**src/rtl/spi_slave.sv**
```systemverilog
// spi_slave: SPI target clocked entirely by i_clk. The external SCLK, MOSI and
// SS pins are oversampled, and the CPU reaches the block through a 4-register
// byte bus (STATUS, DATA_OUT, DATA_IN, CTRL).
// Optional feature: define SPI_SLAVE_RX_FIFO_EN to put an RX_FIFO_DEPTH-entry
// receive FIFO behind DATA_IN. The default build uses a single holding register.
module spi_slave #(
    parameter int CLK_FREQ      = 48_000_000,
    parameter int RX_FIFO_DEPTH = 4
) (
    input  logic       i_clk,
    input  logic       i_rst,
    input  logic       i_SCLK,
    input  logic       i_MOSI,
    output logic       o_MISO,
    output logic       o_MISO_oe,
    input  logic       i_SS,
    input  logic       i_en,
    input  logic       i_wr,
    input  logic [3:0] i_addr,
    input  logic [7:0] i_data,
    output logic [7:0] o_data,
    output logic       o_int
);

    localparam logic [3:0] A_STATUS = 4'd0;
    localparam logic [3:0] A_DOUT   = 4'd1;
    localparam logic [3:0] A_DIN    = 4'd2;
    localparam logic [3:0] A_CTRL   = 4'd3;

    // Reject parameter values the block is not built for. SCLK must stay at or
    // below CLK_FREQ/8, so anything slower than 8 Hz cannot be meaningful.
    if (CLK_FREQ < 8 || RX_FIFO_DEPTH < 2 || RX_FIFO_DEPTH > 8 ||
        (RX_FIFO_DEPTH & (RX_FIFO_DEPTH - 1)) != 0) begin : g_param_chk
        $error("spi_slave: unsupported CLK_FREQ or RX_FIFO_DEPTH");
    end

    typedef enum logic [0:0] {IDLE, SEL} state_t;

    state_t     state;
    logic [2:0] sclk_q;
    logic [1:0] mosi_q;
    logic [2:0] ss_q;
    logic [3:0] ctrl;
    logic [7:0] data_out;
    logic [2:0] bit_cnt;
    logic [6:0] rx_sr;
    logic [7:0] tx_sr;
    logic       tx_empty;
    logic       rx_ovr;

    logic       cpha, cpol, en, ie;
    logic       sclk_edge, lead_edge, trail_edge, sample_edge, shift_edge;
    logic       ss_act, ss_fall, enter, stay;
    logic       byte_done, accept, ovr_set;
    logic [7:0] rx_byte;
    logic       rd_stb, wr_stb, rd_din, wr_dout;
    logic       rx_avail;
    logic [7:0] din_head;
    logic [3:0] rx_cnt4;
    logic [7:0] status;

    assign cpha = ctrl[0];
    assign cpol = ctrl[1];
    assign en   = ctrl[2];
    assign ie   = ctrl[3];

    // Edges come from the 2nd/3rd SCLK stages; MOSI's 2nd stage lines up with them.
    assign sclk_edge   = sclk_q[1] ^ sclk_q[2];
    assign lead_edge   = sclk_edge & (sclk_q[2] == cpol);
    assign trail_edge  = sclk_edge & (sclk_q[2] != cpol);
    assign sample_edge = cpha ? trail_edge : lead_edge;
    assign shift_edge  = cpha ? lead_edge  : trail_edge;

    assign ss_act  = ~ss_q[1];
    assign ss_fall = ss_q[2] & ~ss_q[1];
    assign enter   = (state == IDLE) & ss_fall & en;
    assign stay    = ss_act & en;

    assign rx_byte   = {rx_sr, mosi_q[1]};
    assign byte_done = (state == SEL) & stay & sample_edge & (bit_cnt == 3'd7);
    assign ovr_set   = byte_done & ~accept;

    assign rd_stb  = i_en & ~i_wr;
    assign wr_stb  = i_en & i_wr;
    assign rd_din  = rd_stb & (i_addr == A_DIN);
    assign wr_dout = wr_stb & (i_addr == A_DOUT);

    assign status = {rx_cnt4, tx_empty, rx_ovr, rx_avail, ss_act & en};

    // Pin synchronisers. SS resets to "asserted" so that a select held low
    // through reset cannot start a transfer until it is released and reasserted.
    always_ff @(posedge i_clk or posedge i_rst) begin
        if (i_rst) begin
            sclk_q <= '0;
            mosi_q <= '0;
            ss_q   <= '0;
        end else begin
            sclk_q <= {sclk_q[1:0], i_SCLK};
            mosi_q <= {mosi_q[0], i_MOSI};
            ss_q   <= {ss_q[1:0], i_SS};
        end
    end

    // Transfer FSM: shift registers, bit counter and MISO drive.
    // tx_sr always holds the bits still to be driven, MSB first; in CPHA=0 the
    // MSB goes out on entry, so tx_sr starts pre-shifted.
    always_ff @(posedge i_clk or posedge i_rst) begin
        if (i_rst) begin
            state     <= IDLE;
            bit_cnt   <= '0;
            rx_sr     <= '0;
            tx_sr     <= '0;
            o_MISO    <= 1'b0;
            o_MISO_oe <= 1'b0;
        end else begin
            case (state)
                IDLE: begin
                    o_MISO_oe <= 1'b0;
                    if (enter) begin
                        state     <= SEL;
                        o_MISO_oe <= 1'b1;
                        bit_cnt   <= '0;
                        if (cpha) begin
                            tx_sr <= data_out;
                        end else begin
                            tx_sr  <= {data_out[6:0], 1'b0};
                            o_MISO <= data_out[7];
                        end
                    end
                end
                SEL: begin
                    if (!stay) begin
                        state     <= IDLE;
                        o_MISO_oe <= 1'b0;
                        bit_cnt   <= '0;
                    end else if (sample_edge) begin
                        rx_sr   <= rx_byte[6:0];
                        bit_cnt <= bit_cnt + 3'd1;
                        if (bit_cnt == 3'd7)
                            tx_sr <= data_out;
                    end else if (shift_edge) begin
                        o_MISO <= tx_sr[7];
                        tx_sr  <= {tx_sr[6:0], 1'b0};
                    end
                end
                default: state <= IDLE;
            endcase
        end
    end

    // CPU-written registers and the tx_empty / rx_ovr flags.
    // A DATA_OUT write wins over a same-cycle tx load, leaving tx_empty at 0.
    always_ff @(posedge i_clk or posedge i_rst) begin
        if (i_rst) begin
            ctrl     <= '0;
            data_out <= '0;
            tx_empty <= 1'b1;
            rx_ovr   <= 1'b0;
        end else begin
            if (wr_stb && i_addr == A_CTRL)
                ctrl <= i_data[3:0];
            if (wr_dout)
                data_out <= i_data;
            if (wr_dout)
                tx_empty <= 1'b0;
            else if (enter || byte_done)
                tx_empty <= 1'b1;
            if (ovr_set)
                rx_ovr <= 1'b1;
            else if (wr_stb && i_addr == A_STATUS && i_data[2])
                rx_ovr <= 1'b0;
        end
    end

`ifdef SPI_SLAVE_RX_FIFO_EN
    localparam int PW = $clog2(RX_FIFO_DEPTH);
    localparam int CW = PW + 1;

    logic [7:0]    fifo_mem [RX_FIFO_DEPTH];
    logic [PW-1:0] wr_ptr, rd_ptr;
    logic [CW-1:0] rx_count;
    logic          fifo_full, pop;

    assign fifo_full = (rx_count == CW'(RX_FIFO_DEPTH));
    assign pop       = rd_din & (rx_count != '0);
    // A pop in the same cycle frees the slot, so a full FIFO can still accept.
    assign accept    = byte_done & (~fifo_full | pop);
    assign rx_avail  = (rx_count != '0);
    assign din_head  = rx_avail ? fifo_mem[rd_ptr] : 8'h00;
    assign rx_cnt4   = 4'(rx_count);

    // FIFO pointers and occupancy.
    always_ff @(posedge i_clk or posedge i_rst) begin
        if (i_rst) begin
            wr_ptr   <= '0;
            rd_ptr   <= '0;
            rx_count <= '0;
        end else begin
            if (accept)
                wr_ptr <= wr_ptr + 1'b1;
            if (pop)
                rd_ptr <= rd_ptr + 1'b1;
            case ({accept, pop})
                2'b10:   rx_count <= rx_count + 1'b1;
                2'b01:   rx_count <= rx_count - 1'b1;
                default: rx_count <= rx_count;
            endcase
        end
    end

    // FIFO storage; contents are qualified by rx_count, so no reset needed.
    always_ff @(posedge i_clk) begin
        if (accept)
            fifo_mem[wr_ptr] <= rx_byte;
    end
`else
    logic [7:0] data_in;
    logic       rx_full;

    // A read in the same cycle as completion frees the register for the new byte.
    assign accept   = byte_done & (~rx_full | rd_din);
    assign rx_avail = rx_full;
    assign din_head = data_in;
    assign rx_cnt4  = 4'd0;

    // Single DATA_IN holding register.
    always_ff @(posedge i_clk or posedge i_rst) begin
        if (i_rst) begin
            data_in <= '0;
            rx_full <= 1'b0;
        end else begin
            if (accept) begin
                data_in <= rx_byte;
                rx_full <= 1'b1;
            end else if (rd_din) begin
                rx_full <= 1'b0;
            end
        end
    end
`endif

    // Registered read data and the completion interrupt.
    always_ff @(posedge i_clk or posedge i_rst) begin
        if (i_rst) begin
            o_data <= '0;
            o_int  <= 1'b0;
        end else begin
            o_int <= accept & ie;
            if (rd_stb) begin
                case (i_addr)
                    A_STATUS: o_data <= status;
                    A_DOUT:   o_data <= data_out;
                    A_DIN:    o_data <= din_head;
                    A_CTRL:   o_data <= {4'd0, ctrl};
                    default:  o_data <= 8'h00;
                endcase
            end
        end
    end

endmodule

```
**config.mk**
```make
export PLATFORM = sky130hd
export DESIGN_NAME = spi_slave
export DESIGN_NICKNAME = d
export VERILOG_FILES = /design/src/rtl/spi_slave.sv
export SDC_FILE = /design/constraint.sdc
export NUM_CORES = 1
export LEC_CHECK = 0
export BUFFER_PORTS_ARGS = -buffer_cell sky130_fd_sc_hd__buf_2
export CAP_MARGIN = 20
export CORE_ASPECT_RATIO = 2
export CORE_MARGIN = 3
export CORE_UTILIZATION = 41
export DETAILED_ROUTE_END_ITERATION = 6
export GPL_TIMING_DRIVEN = 0
export PLACE_DENSITY_LB_ADDON = 0.1
export SLEW_MARGIN = 10
export SYNTH_ARGS = -nofsm -noshare
export SYNTH_HDL_FRONTEND = slang
export SYNTH_SLANG_ARGS = --single-unit
```
**constraint.sdc**
```tcl
create_clock -name i_clk -period 2.4 [get_ports i_clk]
set_clock_uncertainty 0.2 [all_clocks]
set_input_delay 0.12 -clock i_clk [delete_from_list [all_inputs] [get_ports i_clk]]
set_output_delay 0.12 -clock i_clk [all_outputs]
set_load 0.01 [all_outputs]
```
# After elaboration in Yosys (flattened, before gate mapping)
# Index checks and enable logic that the tools add are counted.
# totals
reg_bits,61
latchBits,0
mem_bits_rw,0
romBits,0
in_bits,19
memories,0
# classes
n_addsub,1
multipliers,0
div,0
order_cmp,0
eq_ne,15
shift,0
muxes,31
n_bitwise,23
reduce_logical,12
# op_table
op,count
8-bit 2-to-1 mux,6
8-bit one-hot mux with 4 select lines,1
1-bit bitwise AND,16
1-bit 2-to-1 mux,16
8-bit one-hot mux with 2 select lines,1
3-bit 2-to-1 mux,3
"4-bit by 2-bit equality test with 1-bit output, second input constant",2
"2-bit != test, second input constant",4
1-bit one-hot mux with 2 select lines,3
3-bit one-hot mux with 2 select lines,1
2-bit nonzero test,3
1-bit inverter,5
5-bit AND reduction,1
"4-bit by 1-bit equality test with 1-bit output, second input constant",1
4-bit logical NOT,1
"2-bit by 1-bit != test with 1-bit output, second input constant",2
4-bit AND reduction,1
"3-bit by 1-bit adder with 3-bit output, second input constant",1
"3-bit equality test, second input constant",1
1-bit logical AND,3
"3-bit by 1-bit != test with 1-bit output, second input constant",1
"3-bit by 2-bit != test with 1-bit output, second input constant",1
"3-bit != test, second input constant",1
3-bit AND reduction,1
6 further kinds,6

# Logic depth before layout (Yosys ltp)
# Gate-level depths: netlist of run 1.
# depth
depth_word,9
depth_mapped,6

# Worst setup path before layout of run 1
# OpenSTA, ideal clock, no wires.
# synth_timing
path_type,register -> register
startpoint,register ctrl[0]
endpoint,register tx_sr[6]
setup_time_ns,0.110
t_arrival_ns,1.828
setup_slack_ns,0.262
path_stages_with_launch,7
cell_sequence,dfrtp_1 -> buf_2 -> xnor2_1 -> mux2i_1 -> buf_4 -> a211oi_1 -> o41ai_1
# synth_via
elab_chain_len,4
# synth_rtl
item,line,text
from (decl),43,logic [3:0] ctrl;
from (signal assigned),161,ctrl <= i_data[3:0];
1-bit 2-to-1 mux,71,assign sample_edge = cpha ? trail_edge : lead_edge;
8-bit 2-to-1 mux,136,end else if (sample_edge) begin
8-bit 2-to-1 mux,132,if (!stay) begin
8-bit one-hot mux with 2 select lines,116,case (state)
to (signal assigned),124,tx_sr <= data_out;
to (signal assigned),140,tx_sr <= data_out;
to (signal assigned),143,"tx_sr <= {tx_sr[6:0], 1'b0};"
to (decl),47,logic [7:0] tx_sr;
# Parallel ways exist; a longest one is shown, timed or not. The select of a mux whose other input is x is not followed.
# A chain may end at the register's enable or synchronous reset.

# Final worst setup path of run 1
# Ends and elaborated chain as after synthesis.

==> results_dict.tcl, run 1 <==
set metrics [dict create \
    global_route.usage.total_pct 19.2 \
    clock_sink_count 61 \
    met1_usage_pct 19.9 \
    final_design_area_no_fill_um2 3520 \
    cts_buffers 9 \
    synth_area_leaders "dfrtp_1, mux2_2, mux2i_1, nor2b_1, a22oi_1" \
    detailroute.via_count 2047 \
    antenna_cells 0 \
    grt_max_degree 62 \
    postCtsSetupRepairBufs 0 \
    insertion_delay_ns 0.33 \
    filler_cell_count 612 \
    worst_hold_class "input pin to flip-flop" \
    gp_congestion 0.858 \
    die-height_um 122 \
    worst_ir_drop_vdd_mv 0.604 \
    drv.max_cap_violation_count 0 \
    global_route.overflow_total 0 \
    worst_setup_path_category "flip-flop to flip-flop" \
    tns_ns 0 \
    synth_nets 250 \
    detailed_place_hpwl_um 4700 \
    min_period_over_period_pct 94.8 \
    met2_usage_pct 34.1 \
    port_buffers 28 \
    synthesis.instances 229 \
    synth_area_per_cell_um2 12.1 \
    finish.net_count 305 \
    row_count 41 \
    cell_area_after_placement_um2 3030 \
    area.growth.synth_to_final_pct 26.8 \
    yosysSeqAreaShare_pct 55.0 \
    synth_area_um2 2780 \
    synth_enable_flop_cells 0 \
    finalNonFillerCells 375 \
    timing_worst_slew_pin_value_ns 0.833 \
    wirelength_um 6540 \
    worst-endpoint-required_ns 2.41 \
    detail-route-antenna-nets 0 \
    timing.critical_path.from_type "flip-flop" \
    synthesis_warning_total 0 \
    design.core.area_um2 6460 \
    power_density_nw_per_um2 861 \
    worstPathMaxFanout 9 \
    async_reset_ff_share_pct 100 \
    yosys.area.top_type_share_pct 54.1 \
    detailedRoute.firstPassIterationCount 4 \
    final_layout_size_suffix_gt1_share_pct 30.8 \
    post_synth_num_cell_types 42 \
    period_minus_slack_ns 2.28 \
    worst_slew_margin_relative_to_its_limit_pct 44.0 \
    initial_utilization_pct 43.0 \
    place_inst 343 \
    ctsLongestPathBuffers 2 \
    ys_seq_elements 61 \
    drc 0 \
    clock_tree.htree_level_count 3 \
    finalSetupViolations 0 \
    drt_iter0_drc 83 \
    crit_arrival_ns 2.29 \
    max_clock_freq_ghz 0.439 \
    rsz_0062_raised_after_global_routing "no" \
    floorplan.die.width_um 64.2 \
    dieArea_um2 7860 \
    antenna_found_initial 0 \
    io_pins 30 \
    synth_ff_type "dfrtp_1" \
    power_leakage_nw 1.60 \
    grt_pass1_vias 2201 \
    vias_per_cell 5.46 \
    clk_transition_reported_paths_ns 0.06 \
    detail_route.wl_per_cell_um 17.4 \
    tritoncts_clock_tree "done" \
    grt_first_pass_wirelength_um 11100 \
    grt_most_used_layer "met2" \
    cp-end-kind "flip-flop" \
    holdWs_ns 0.0901 \
    finalHoldViolCount 0 \
    cts.root.buffer_cell "clkbuf_16" \
    synth_common_cells "dfrtp_1, mux2_2, nand2_1" \
    yosysMostFrequentCell "dfrtp_1" \
    result_of_the_run "completed" \
    routing_usage_on_met3_pct 3.85 \
    synth.largest_area_cell "dfrtp_1" \
    timing_max_transition_violations_final 0 \
    finish.utilization_pct 54.5 \
]
## final timing paths
path,slack (ns),cells past startpoint,end,startpoint
max,0.12,5,tx_sr[6],ctrl[0]
min,0.09,4,o_data[1],i_addr[2]
max reg2reg,0.12,5,tx_sr[6],ctrl[0]
min reg2reg,0.15,0,ss_q[1],ss_q[0]
max in group asynchronous,1.22,3,o_data[6],i_rst
min in group asynchronous,0.27,3,bit_cnt[2],i_rst
## sequential cells by signal, indices dropped and copies added (netlist names)
register   count
bit_cnt        3
o_data         8
data_out       8
rx_avail       1
data_in        8
rx_ovr         1
sclk_q         3
o_MISO         1
tx_sr          8
tx_empty       1
o_int          1
ctrl           4
rx_sr          7
ss_q           3
o_MISO_oe      1
mosi_q         2
state          1
## metrics by stage
| step | power, mW | worst slack [ns] |
|---|---|---|
| 3_3_place_gp | 1.69 | -0.245 |
| 3_5_place_dp | 1.70 | -0.0566 |
| 4_1_cts | 3.06 | 0.00133 |
| 5_1_grt | 3.18 | 0.0150 |
| 2_1_floorplan | 1.55 | 0.262 |
| 6_report | 3.03 | 0.124 |
## timing repair
item / CTS / global route
hold endpoints to repair: 82 / 0
hold buffers: 16 / 0
resized for setup: 1 / 3
endpoints found under the setup margin: 5 / 21
## power breakdown
part           switching [mW]  internal [mW]
logic                   0.234          0.222
registers               0.101           1.16
clock network           0.434          0.881
## cells by family after synthesis
| family | synth area share (%) |
|---|---|
| AO/OA/AOI/OAI | 14.4 |
| buffers and inverters | 2.21 |
| flip-flops | 55.0 |
| multiplexers | 15.9 |
| XOR/XNOR | 0.631 |
| adder cells (fa/ha/maj) | 0.901 |
| AND/OR/NAND/NOR | 11.0 |
## layout by cell type (no fill, tap or decap), types with 4 or more instances in the layout
cell type      count
dfrtp_1           60
nand2_1           14
nor3_1             9
mux2_2            32
nor2_1             4
o21ai_0           11
o2bb2ai_1          4
nor2b_1           10
dlygate4sd3_1     16
a221oi_1           5
clkbuf_1           7
buf_2             29
nor3b_1            4
o211ai_1           8
o31ai_1            5
clkbuf_16          9
mux2i_1            7
a22oi_1            8
## layer usage
layer / share of wire, % / up-vias
met1: 38 / 1030
met3: 2.2 / 17
met5: 0 / -
li1: - / 972
met2: 57 / 28
met4: 3.1 / 0
## cell type report
class                           instances  area (µm²)  share of cell area [%]
Clock buffer                           12         267                    7.57
Clock inverter                          4        45.0                    1.28
Inverter                                5        21.3                   0.604
Buffer                                 10        42.5                    1.21
Tap cell                               86         108                    3.06
Multi-Input combinational cell        153        1210                    34.3
Sequential cell                        61        1530                    43.4
Timing Repair Buffer                   44         300                    8.53
## critical path, cell delays in order, from the launching register on
cell and delay [ns]:
dfrtp_1 0.35, buf_2 0.19, xnor2_2 0.30, mux2_2 0.46, o21a_2 0.30, o41ai_1 0.36
(Power assumes the default switching activity.)
==> inputs of run 2 (changes only) <==
Settings changed: CORE_UTILIZATION 41 to 35.
Clock period 2.4 ns to 2.8 ns, I/O delays scaled along.
==> run 2 against run 1 <==
Net effect: core utilization is 8.8 points lower; non-clock buffer count is 1 higher; largest cell class unchanged; final cell count is 1.6% higher; register-to-register slack better by 0.21 ns; flip-flop and latch count stayed put.
==> results_dict.tcl, run 2 (synthesis results as in run 1) <==
set metrics [dict create \
    worst_ir_drop_vdd_mv 0.523 \
    global_route.overflow_total 0 \
    worst_setup_path_category "input pin to flip-flop" \
    io_pins 30 \
    row_count 45 \
    min_period_over_period_pct 90.2 \
    dieArea_um2 9100 \
    worst-endpoint-required_ns 2.80 \
    antenna_cells 0 \
    power_leakage_nw 1.59 \
    clock_tree.htree_level_count 3 \
    floorplan.die.width_um 69.0 \
    cts.root.buffer_cell "clkbuf_16" \
    crit_arrival_ns 2.53 \
    insertion_delay_ns 0.32 \
    cts_buffers 9 \
    finalHoldViolCount 0 \
    power_density_nw_per_um2 725 \
    most_frequent_standard_cell_in_the_layout_excluding_fill_and_tap_cells "dfrtp_1" \
    highest-signal-layer "met4" \
    final_layout_size_suffix_gt1_share_pct 28.9 \
    cell_area_after_placement_um2 3040 \
    final_design_area_no_fill_um2 3490 \
    grt_pass1_vias 2148 \
    grt_first_pass_wirelength_um 11200 \
    global_route.usage.total_pct 17.2 \
    highest_count_cells_in_the_layout_ignoring_fill_and_taps "dfrtp_1, mux2_2, buf_2, dlygate4sd3_1, nand2_1" \
    finish.utilization_pct 45.6 \
    result_of_the_run "completed" \
    die-height_um 132 \
    timing.critical_path.from_type "input pin" \
    wl_met1_um 2470 \
    initial_utilization_pct 36.3 \
    worst_slew_margin_relative_to_its_limit_pct 47.6 \
    final.setup.worst_slack_ns 0.275 \
    clock_sink_count 61 \
    tritoncts_clock_tree "done" \
    max_clock_freq_ghz 0.396 \
    grt_max_degree 62 \
    period_minus_slack_ns 2.53 \
    finalSetupViolations 0 \
    design.core.area_um2 7660 \
    area.growth.synth_to_final_pct 25.9 \
    gp_congestion 0.811 \
    detailroute.via_count 2034 \
    pre_cts_ws_ns 0.304 \
    drv.max_cap_violation_count 0 \
    vias_per_cell 5.34 \
    timing_worst_slew_pin_value_ns 0.779 \
    antenna_found_initial 0 \
    worstPathMaxFanout 9 \
    timing_max_transition_violations_final 0 \
    cp-end-kind "flip-flop" \
    drc 0 \
    cts-resized-gates 0 \
    holdWs_ns 0.143 \
    route.met3.wl_um 224 \
    detailed_place_hpwl_um 4980 \
    detail-route-antenna-nets 0 \
    wirelength_um 6800 \
    port_buffers 28 \
    rsz_0062_raised_after_global_routing "no" \
    detailedRoute.firstPassIterationCount 4 \
    worst_hold_class "input pin to flip-flop" \
    ctsLongestPathBuffers 2 \
    detail_route.wl_per_cell_um 17.8 \
    met2_length_um 3940 \
    clk_transition_reported_paths_ns 0.05 \
    drt_iter0_drc 95 \
    tns_ns 0 \
    finish.net_count 306 \
]
==> run 2: layout make-up <==
type	count	area, µm²
timing repair buffer	45	310
multi-input combinational	153	1190
tap	94	118
clock buffer	11	253
buffer	10	42.5
fill	771	4160
clock inverter	2	35.0
inverter	5	21.3
sequential	61	1530
==> run 2: report_power, final <==
group	switching, mW	leakage, nW	total, mW	internal [mW]
registers	0.0858	0.808	1.08	0.993
clock network	0.359	0.143	1.08	0.719
logic	0.196	0.634	0.378	0.182
total	0.640	1.59	2.53	1.89
==> run 2: per-stage QoR <==
stage          total power, mW  cells
2_1_floorplan             1.33    229
3_3_place_gp              1.45    351
3_5_place_dp              1.46    351
4_1_cts                   2.56    381
5_1_grt                   2.66    381
6_report                  2.53    381
==> run 2: critical path, cell delays in order <==
cell and delay (ns):
dlygate4sd3_1 0.52, buf_2 0.13, or4b_4 0.54, o31a_1 0.31
nor3_4 0.49, mux2_2 0.39
==> run 2: what timing repair did <==
| action | CTS | global route |
|---|---|---|
| hold buffers | 17 | 0 |
| hold endpoints to repair | 82 | 0 |
| setup buffers | 0 | 0 |
==> run 2: per-layer routing <==
metal	GRT usage (%)	vias to the layer above
li1	-	971
met3	3.75	11
met2	30.9	41
met4	7.71	0
met5	0	-
met1	18.0	1011
==> run 2: worst paths after layout <==
path / startpoint / end / slack, ns / cells past startpoint
min in group asynchronous: i_rst / mosi_q[0] / 0.31 / 3
min reg2reg: mosi_q[0] / mosi_q[1] / 0.14 / 0
max: i_addr[3] / data_in[6] / 0.27 / 6
min: i_addr[2] / o_data[2] / 0.14 / 4
max reg2reg: ctrl[0] / tx_sr[6] / 0.33 / 6
max in group asynchronous: i_rst / o_data[0] / 1.57 / 3
==> inputs of run 3 (changes only) <==
Settings changed: ABC_AREA set to 1, CORE_MARGIN 3 to unset.
==> run 3 against run 2 <==
Net effect: largest cell class unchanged; core utilization fell by 1.1 points; critical path depth grew 4; via count grew 13%; sequential share of layout area decreased by 0.22 points; flip-flop and latch count is the same; clock power shrank 11%; sequential power about the same; final area is 0.50% higher; combinational power rose by 8.7%; final cell count grew 29%; power shrank 3.3%; first-iteration DRC count increased by 19%.
==> results_dict.tcl, run 3 <==
set metrics [dict create \
    ys_seq_elements 61 \
    final_design_area_no_fill_um2 3510 \
    finalNonFillerCells 493 \
    rsz_0062_raised_after_global_routing "no" \
    clock_sink_count 61 \
    area.growth.synth_to_final_pct 23.2 \
    yosysSeqAreaShare_pct 53.6 \
    met2_length_um 3700 \
    crit_arrival_ns 1.84 \
    cp-end-kind "flip-flop" \
    design.core.area_um2 7890 \
    initial_utilization_pct 36.1 \
    vias_per_cell 4.66 \
    cp_cell_sequence "inv_1 > nand2_1 > nand2_1 > nand3_4 > nand2_4 > nand2_4 > nor2_8 > nand2_4 > nand2_1 > nand2_1" \
    yosysMostFrequentCell "nand2_1" \
    synth_area_per_cell_um2 8.43 \
    global_route.usage.total_pct 18.5 \
    finalSetupViolations 0 \
    min_delay_path_depth 5 \
    post_synth_num_cell_types 28 \
    critPathTopFamily "simple AND/OR/NAND/NOR gates" \
    area.sequential_um2 1530 \
    synth_common_cells "nand2_1, dfrtp_1, inv_1" \
    rr_endpoint "data_in[3]" \
    holdCritStartpoint "i_addr[2]" \
    worst_ir_drop_vdd_mv 0.377 \
    synth_nets 359 \
    result_of_the_run "completed" \
    holdWs_ns 0.0478 \
    filler_cell_count 784 \
    postCtsSetupRepairBufs 0 \
    place_inst 463 \
    worst_slew_margin_relative_to_its_limit_pct 48.5 \
    critical-path-max-stage-delay_ns 0.38 \
    clk_transition_reported_paths_ns 0.05 \
    port_buffers 29 \
    timing.critical_path.from_type "flip-flop" \
    detailed_place_hpwl_um 5090 \
    synth.mux.area_fraction_pct 0 \
    number_of_buffers_added_to_fix_hold_violations_after_cts 14 \
    dieArea_um2 8530 \
    r2r_slack_ns 0.98 \
    highest_count_cells_in_the_layout_ignoring_fill_and_taps "nand2_1, dfrtp_1, inv_1, o21ai_0, buf_2" \
    cell_area_after_placement_um2 3120 \
    grt_pass1_vias 2296 \
    xor_xnor_fraction_of_synth_area_pct 0 \
    max_clock_freq_ghz 0.548 \
    tritoncts_clock_tree "done" \
    synth_area_um2 2850 \
    synth.largest_area_cell "dfrtp_1" \
    r2r-start "ctrl[1]" \
    drv.max_cap_violation_count 0 \
    floorplan.die.width_um 65.8 \
    cts.root.buffer_cell "clkbuf_16" \
    gp_congestion 0.864 \
    cp_slowest_cell "dfrtp_1" \
    period_minus_slack_ns 1.82 \
    most_frequent_standard_cell_in_the_layout_excluding_fill_and_tap_cells "nand2_1" \
    detailroute.via_count 2297 \
    finish.net_count 413 \
    finish.utilization_pct 44.5 \
    reg2regPathDepth 10 \
    highest-signal-layer "met4" \
    synth_top_family_by_area "simple AND/OR/NAND/NOR gates" \
    cts_buffers 9 \
    power_density_nw_per_um2 698 \
    drc 0 \
    clock_tree.htree_level_count 3 \
    timing_max_transition_violations_final 0 \
    synthesis.instances 338 \
    worst_hold_class "input pin to flip-flop" \
    power_leakage_nw 1.84 \
    wirelength_um 6800 \
    finalHoldViolCount 0 \
    synth_enable_flop_cells 0 \
    io_pins 30 \
    tns_ns 0 \
    drt_iter0_drc 113 \
    crit_top_cell "nand2_1" \
    global_route.overflow_total 0 \
    cts-resized-gates 0 \
    synthesis_warning_total 0 \
    detail_route.wl_per_cell_um 13.8 \
    antenna_found_initial 0 \
    ctsLongestPathBuffers 2 \
    async_reset_ff_share_pct 100 \
    antenna_cells 0 \
    worst_hold_path.endpoint "rx_ovr" \
    detailedRoute.firstPassIterationCount 4 \
    synth_simple_gate_area_share_pct 27.2 \
    grt_first_pass_wirelength_um 11300 \
    row_count 46 \
    wl_met1_um 2680 \
    cp.buffers_inverters 1 \
    grt_max_degree 62 \
    worst-endpoint-required_ns 2.81 \
    detail-route-antenna-nets 0 \
    timing_worst_slew_pin_value_ns 0.773 \
    worstPathMaxFanout 10 \
    synth_area_leaders "dfrtp_1, nand2_1, o21ai_0, inv_1, nand3_1" \
    min_period_over_period_pct 65.2 \
    final_layout_size_suffix_gt1_share_pct 18.1 \
    yosys.area.top_type_share_pct 52.7 \
    synth-compound-area-share_pct 11.1 \
    multi_input_comb_area_um2 1120 \
    die-height_um 130 \
    insertion_delay_ns 0.33 \
    worst_setup_path_category "flip-flop to flip-flop" \
    route.met3.wl_um 187 \
    synth_fa_ha_area_share_pct 0.878 \
    synth_ff_type "dfrtp_1" \
]
## run 3: layout make-up
cell class / count / area share [%]
Timing Repair Buffer: 43 / 8.12
Buffer: 6 / 0.819
Inverter: 47 / 5.09
Multi-Input combinational cell: 224 / 31.8
Tap cell: 96 / 3.42
Sequential cell: 61 / 43.5
Clock buffer: 14 / 6.95
Clock inverter: 2 / 0.285
## run 3: metrics by stage
stage          total power, mW  worst slack, ns
6_report                  2.45            0.975
5_1_grt                   2.61            0.762
3_3_place_gp              1.49           0.0682
4_1_cts                   2.49            0.918
3_5_place_dp              1.50            0.933
2_1_floorplan             1.36            0.949
## run 3: power by group
group / leakage, nW / total, mW / internal, mW / switching (mW)
Combinational: 0.937 / 0.411 / 0.154 / 0.257
Clock: 0.125 / 0.961 / 0.596 / 0.365
Sequential: 0.783 / 1.08 / 1.01 / 0.0718
## run 3: worst min-delay path, delay by kind of cell
kind | cells | cell delay (ns)
AND/OR/NAND/NOR | 2 | 0.15
AO/OA/AOI/OAI | 2 | 0.13
buffers and inverters | 1 | 0.10
## run 3: logic make-up (layout without fill, tap and decap cells)
group / after synthesis / after routing
AND/OR/NAND/NOR: 163 / 163
buffers and inverters: 53 / 112
AO/OA/AOI/OAI: 59 / 59
flip-flops: 61 / 61
adder cells (fa/ha/maj): 2 / 2
## run 3: layer usage
metal	vias to the layer above	global-route usage, %
met5	-	0
met4	0	9.72
met3	13	5.19
met2	35	32.2
met1	1059	19.7
li1	1190	-
## run 3: worst max-delay path by stage
stage | startpoint | end | slack [ns] | cells past startpoint
final | ctrl[1] | data_in[3] | 0.98 | 10
after CTS | ctrl[1] | data_in[3] | 0.92 | 10
after global routing | ctrl[1] | data_in[2] | 0.76 | 10
after detailed placement | ctrl[1] | data_in[3] | 0.93 | 10
after floorplan | i_rst | bit_cnt[0] | 0.95 | 1
after global placement | i_rst | tx_sr[1] | 0.07 | 2
